<file path="src/rtl/ccff_loader.sv">
// ccff_loader: host word -> configuration chain serialiser
// with gated chain shifting, optional fabric reset and tail readback.
module ccff_loader #(
  parameter int CHAIN_LEN  = 1024,
  parameter int WORD_W     = 8,
  parameter int RST_CYCLES = 2
) (
  input  logic              prog_clk,
  input  logic              pReset_n,
  input  logic              start,
  input  logic              clear,
  input  logic              abort,
  input  logic [WORD_W-1:0] word_data,
  input  logic              word_valid,
  output logic              word_ready,
  output logic              ccff_head,
  output logic              chain_en,
  input  logic              ccff_tail,
  output logic              chain_reset,
  output logic [WORD_W-1:0] rb_data,
  output logic              rb_valid,
  output logic              busy,
  output logic              done,
  output logic              aborted
);

  localparam int CW  = $clog2(CHAIN_LEN + 1);
  localparam int WCW = $clog2(WORD_W + 1);
  localparam int RBW = $clog2(WORD_W);
  localparam int RCW = (RST_CYCLES > 1) ? $clog2(RST_CYCLES) : 1;

  localparam logic [CW-1:0]  LEN      = CW'(CHAIN_LEN);
  localparam logic [CW-1:0]  LEN_LAST = CW'(CHAIN_LEN - 1);
  localparam logic [WCW-1:0] WW       = WCW'(WORD_W);
  localparam logic [RBW-1:0] RB_LAST  = RBW'(WORD_W - 1);
  localparam logic [RCW-1:0] RST_LAST = RCW'(RST_CYCLES - 1);

  typedef enum logic [2:0] {
    S_IDLE,
    S_CRST,
    S_FETCH,
    S_SHIFT,
    S_DONE
  } state_t;

  state_t r_state;
  state_t w_next;

  logic [WORD_W-1:0] r_shreg;
  logic [WCW-1:0]    r_wcnt;
  logic [CW-1:0]     r_bitcnt;
  logic [RCW-1:0]    r_rcnt;
  logic              r_en;
  logic              r_crst;
  logic              r_aborted;
  logic [WORD_W-1:0] r_rb_shreg;
  logic [RBW-1:0]    r_rb_cnt;
  logic [WORD_W-1:0] r_rb_data;
  logic              r_rb_valid;

  logic              w_busy;
  logic              w_abort;
  logic              w_start;
  logic              w_hs;
  logic              w_last_bit;
  logic              w_chain_last;
  logic [31:0]       w_rem32;
  logic [WCW-1:0]    w_wcnt_ld;
  logic [WORD_W-1:0] w_rb_word;

  // Decoded control terms shared by FSM and datapath
  always_comb begin
    w_busy       = (r_state != S_IDLE) && (r_state != S_DONE);
    w_abort      = abort && w_busy;
    w_start      = !w_busy && start && !abort;
    w_hs         = (r_state == S_FETCH) && word_valid && !abort;
    w_last_bit   = (r_wcnt == WCW'(1));
    w_chain_last = (r_state == S_SHIFT) && (r_bitcnt == LEN_LAST);
    w_rem32      = 32'(LEN - r_bitcnt);
    w_wcnt_ld    = WW;
    if (w_rem32 < 32'(WORD_W))
      w_wcnt_ld = WCW'(w_rem32);
    w_rb_word            = r_rb_shreg;
    w_rb_word[r_rb_cnt]  = ccff_tail;
  end

  // State register
  always_ff @(posedge prog_clk or negedge pReset_n) begin
    if (!pReset_n) r_state <= S_IDLE;
    else           r_state <= w_next;
  end

  // Next-state logic
  always_comb begin
    w_next = r_state;
    unique case (r_state)
      S_IDLE, S_DONE: begin
        if (w_start) w_next = clear ? S_CRST : S_FETCH;
      end
      S_CRST: begin
        if (abort)                 w_next = S_IDLE;
        else if (r_rcnt == RST_LAST) w_next = S_FETCH;
      end
      S_FETCH: begin
        if (abort)           w_next = S_IDLE;
        else if (word_valid) w_next = S_SHIFT;
      end
      S_SHIFT: begin
        if (abort)            w_next = S_IDLE;
        else if (w_last_bit)  w_next = w_chain_last ? S_DONE : S_FETCH;
      end
      default: w_next = S_IDLE;
    endcase
  end

  // Shift datapath, counters, reset pulse and readback packing
  always_ff @(posedge prog_clk or negedge pReset_n) begin
    if (!pReset_n) begin
      r_shreg    <= '0;
      r_wcnt     <= '0;
      r_bitcnt   <= '0;
      r_rcnt     <= '0;
      r_en       <= 1'b0;
      r_crst     <= 1'b0;
      r_aborted  <= 1'b0;
      r_rb_shreg <= '0;
      r_rb_cnt   <= '0;
      r_rb_data  <= '0;
      r_rb_valid <= 1'b0;
    end else begin
      r_rb_valid <= 1'b0;
      if (w_abort) begin
        r_en      <= 1'b0;
        r_crst    <= 1'b0;
        r_aborted <= 1'b1;
      end else begin
        if (w_start) begin
          r_bitcnt   <= '0;
          r_rb_cnt   <= '0;
          r_rb_shreg <= '0;
          r_aborted  <= 1'b0;
          r_rcnt     <= '0;
          r_crst     <= clear;
        end
        if (r_state == S_CRST) begin
          if (r_rcnt == RST_LAST) r_crst <= 1'b0;
          else                    r_rcnt <= r_rcnt + RCW'(1);
        end
        if (w_hs) begin
          r_shreg <= word_data;
          r_wcnt  <= w_wcnt_ld;
          r_en    <= 1'b1;
        end
        if (r_state == S_SHIFT) begin
          r_shreg  <= r_shreg >> 1;
          r_wcnt   <= r_wcnt - WCW'(1);
          r_bitcnt <= r_bitcnt + CW'(1);
          if (w_last_bit) r_en <= 1'b0;
        end
        if (r_en) begin
          if ((r_rb_cnt == RB_LAST) || w_chain_last) begin
            r_rb_data  <= w_rb_word;
            r_rb_valid <= 1'b1;
            r_rb_shreg <= '0;
            r_rb_cnt   <= '0;
          end else begin
            r_rb_shreg <= w_rb_word;
            r_rb_cnt   <= r_rb_cnt + RBW'(1);
          end
        end
      end
    end
  end

  assign word_ready  = (r_state == S_FETCH);
  assign ccff_head   = r_shreg[0];
  assign chain_en    = r_en;
  assign chain_reset = r_crst;
  assign rb_data     = r_rb_data;
  assign rb_valid    = r_rb_valid;
  assign busy        = w_busy;
  assign done        = (r_state == S_DONE);
  assign aborted     = r_aborted;

endmodule

</file>
<file path="config.mk">
export PLATFORM = sky130hd
export DESIGN_NAME = ccff_loader
export DESIGN_NICKNAME = d
export VERILOG_FILES = /design/src/rtl/ccff_loader.sv
export SDC_FILE = /design/constraint.sdc
export NUM_CORES = 1
export LEC_CHECK = 0
export ABC_AREA = 1
export BUFFER_PORTS_ARGS = -buffer_cell sky130_fd_sc_hd__buf_4
export CAP_MARGIN = 20
export CORE_MARGIN = 2
export CORE_UTILIZATION = 53
export CTS_BUF_LIST = sky130_fd_sc_hd__clkbuf_16
export CTS_CLUSTER_SIZE = 25
export DETAILED_ROUTE_END_ITERATION = 8
export PLACE_DENSITY = 0.76
export SYNTH_ARGS = -nofsm -noshare
export SYNTH_HDL_FRONTEND = slang
export SYNTH_SLANG_ARGS = --single-unit
</file>
<file path="constraint.sdc">
create_clock -name prog_clk -period 1.4 [get_ports prog_clk]
set_input_delay 0.21 -clock prog_clk [delete_from_list [all_inputs] [get_ports prog_clk]]
set_output_delay 0.21 -clock prog_clk [all_outputs]
set_load 0.01 [all_outputs]
</file>
==> out/results.tsv <==
metric	value	unit
status	complete, but fails checks	
failing checks	setup timing	
syn_area_per_cell	7.56	µm²
die area	0.00580	mm²
static leakage	1.95	nW
Die Wd	76.1	µm
Root Buffer	clkbuf_16	
Skew-Pair Late Insertion Delay	0.30	ns
floorplan row count	26	
Cells after Synth	365	
IO Pins	31	
min Tclk post-route	1.56	ns
Yosys reg bits	50	
Worst Tran Pin Value	0.636	ns
Core Region	0.00507	mm²
Fmax achieved	0.639	GHz
via count	2989	
register area share after synthesis	45.4	%
Distinct cells, synth	32	
final core utilization	77.3	%
initial antenna violation count	0	
worst clock skew	0.00974	ns
pin count of the biggest net entering global routing	51	
area leader, netlist	dfrtp_1	
clk slew on worst S/H paths	0.07	ns
Worst R2R Path Depth	7	
Hold Crit Depth	3	
synthesis warning total	0	
layout cells sized above 1	35.4	%
crit-path max FO	4	
Hold Vio Cnt, Final	0	
peak supply drop	1.13	mV
Pwr Total	6.80	mW
total track usage	26.3	%
ant diodes	0	
Final GP Congestion	0.904	
Cell Area, Synth	0.00276	mm²
final period utilization	112	%
Req. time, crit path	1.59	ns
Initial Utilization	54.3	%
count of input and output buffers	30	
ranking of synthesized cells by area	dfrtp_1, nand2_1, o21ai_0	
Critical Path Source	r_bitcnt[0]	
Max-Cap Viols	0	
vias in the first global route	2697	
via-per-instance ratio	5.66	
net count after synthesis	386	
Die Y	76.1	µm
global route total overflow	0	
Setup TNS	-2.23	ns
first-pass GRT wire length	12400	µm
Slew headroom	57.6	%
power density cells	1730	mW/mm²
worst path arrival time	1.75	ns
Hold Path Class	in -> reg	
Synth Flop Type	dfrtp_1	
Synth top area share	45.4	%
number of remaining DRC errors	0	
fraction of registers with async set/reset	100	%
Worst Setup Slack, final	-0.165	ns
Slew Viols, Final	0	
DRT iter0 DRCs	282	
antenna viol nets, final	0	
final setup fails	34	
worst r2r src	r_bitcnt[0]	
startpoint types	register	
WL/cell	15.5	µm
Synth-to-Final Area Change	42.3	%
Inserted Clock Buffers	5	
RSZ-0062 raised after global routing	true	
count leader, synth	nand2_1	
DR pass1 iterations	5	
CTS tree	yes	
Commonest cells post-synth	nand2_1, dfrtp_1, inv_1, nor2_1, o21ai_0	
WS Path Type	reg -> reg	
CTS sink count	50	
reg2reg setup slack	-0.16	ns
Post-synth EDFFs	0	
number of H-tree levels	2	
dpl hpwl	4890	µm
Max Buffers Root-to-Sink	2	
Worst Setup End Kind	register	
nets	478	
final wirelength	8190	µm
hold_sp	word_data[7]	
## sequential cells by signal, indices dropped and copies added, names as in the netlist
| signal | cells |
|---|---|
| r_shreg | 8 |
| r_rb_cnt | 3 |
| r_wcnt | 4 |
| rb_data | 8 |
| rb_valid | 1 |
| r_state | 3 |
| r_rcnt | 1 |
| r_rb_shreg | 8 |
| aborted | 1 |
| r_bitcnt | 11 |
| chain_en | 1 |
| chain_reset | 1 |
## critical path, stage by stage, from the launching register on
cell	delay, ns
dfrtp_1	0.41
ha_2	0.23
buf_4	0.12
buf_4	0.11
nand4_1	0.20
nand2_1	0.18
o21ai_1	0.09
and2_1	0.14
## routing by layer
| layer | track usage (%) | up-vias | part of all wire, % |
|---|---|---|---|
| met5 | 0 | - | 0 |
| met4 | 9.27 | 0 | 3.7 |
| met3 | 4.03 | 42 | 5.4 |
| met2 | 44.6 | 139 | 50 |
| met1 | 34.7 | 1422 | 40 |
| li1 | - | 1386 | - |
## area by class of cell
class	count	area, µm²
multi-input combinational	264	1510
timing repair inverter	1	6.26
clock buffer	5	125
fill	367	1150
inverter	46	181
clock inverter	3	20.0
tap	70	87.6
timing repair buffer	89	742
sequential	50	1250
## cells by family (layout without fill, tap and decap cells)
family | count (synthesis) | count (layout) | synth area share (%)
and+or+nand+nor | 186 | 187 | 30.1
AOI/OAI and AO/OA | 69 | 69 | 13.5
buffers and inverters | 52 | 144 | 7.62
xor gates and xnor gates | 2 | 2 | 0.635
DFF | 50 | 50 | 45.4
adders and majority gates | 6 | 6 | 2.72
## through the flow
step | setup slack [ns] | cells | instance area, µm² | hold WS [ns]
floorplan | 0.00173 | 365 | 2760 | -0.0856
global placement | -0.0327 | 505 | 3390 | 0.276
detailed placement | -0.111 | 505 | 3390 | 0.278
CTS | -0.0813 | 521 | 3660 | 0.158
global route | -0.227 | 528 | 3920 | 0.182
finish | -0.165 | 528 | 3920 | 0.155
## what timing repair did
action / in CTS / in global routing
gates resized for setup: 24 / 57
endpoints found under the hold margin: 50 / 0
buffers inserted: 6 / 5
endpoints found under the setup margin: 31 / 47
hold buffers: 1 / 0
cloned: 1 / 2
pin swaps: 16 / 27
## final timing paths
check / endpoint
min in group asynchronous: r_rb_cnt[0]
hold reg to reg: rb_data[4]
max in group asynchronous: r_bitcnt[10]
setup / recovery: r_bitcnt[4]
setup reg to reg: r_bitcnt[4]
hold / removal: r_shreg[7]
## power by group
part	leakage [nW]	switching [mW]	internal (mW)
combinational	1.22	1.92	1.56
clock	0.0679	0.570	0.664
sequential	0.661	0.278	1.81
## placed cells by master (no fill, tap or decap), drive strengths merged, types with 10 or more instances in the layout
| cell type | synthesis | final |
|---|---|---|
| nor2 | 34 | 34 |
| nand3 | 29 | 29 |
| nand2 | 106 | 107 |
| inv | 45 | 46 |
| buf | 6 | 87 |
| a21oi | 15 | 15 |
| nand4 | 10 | 10 |
| dfrtp | 50 | 50 |
| o21ai | 42 | 42 |
(Power assumes the default switching activity.)
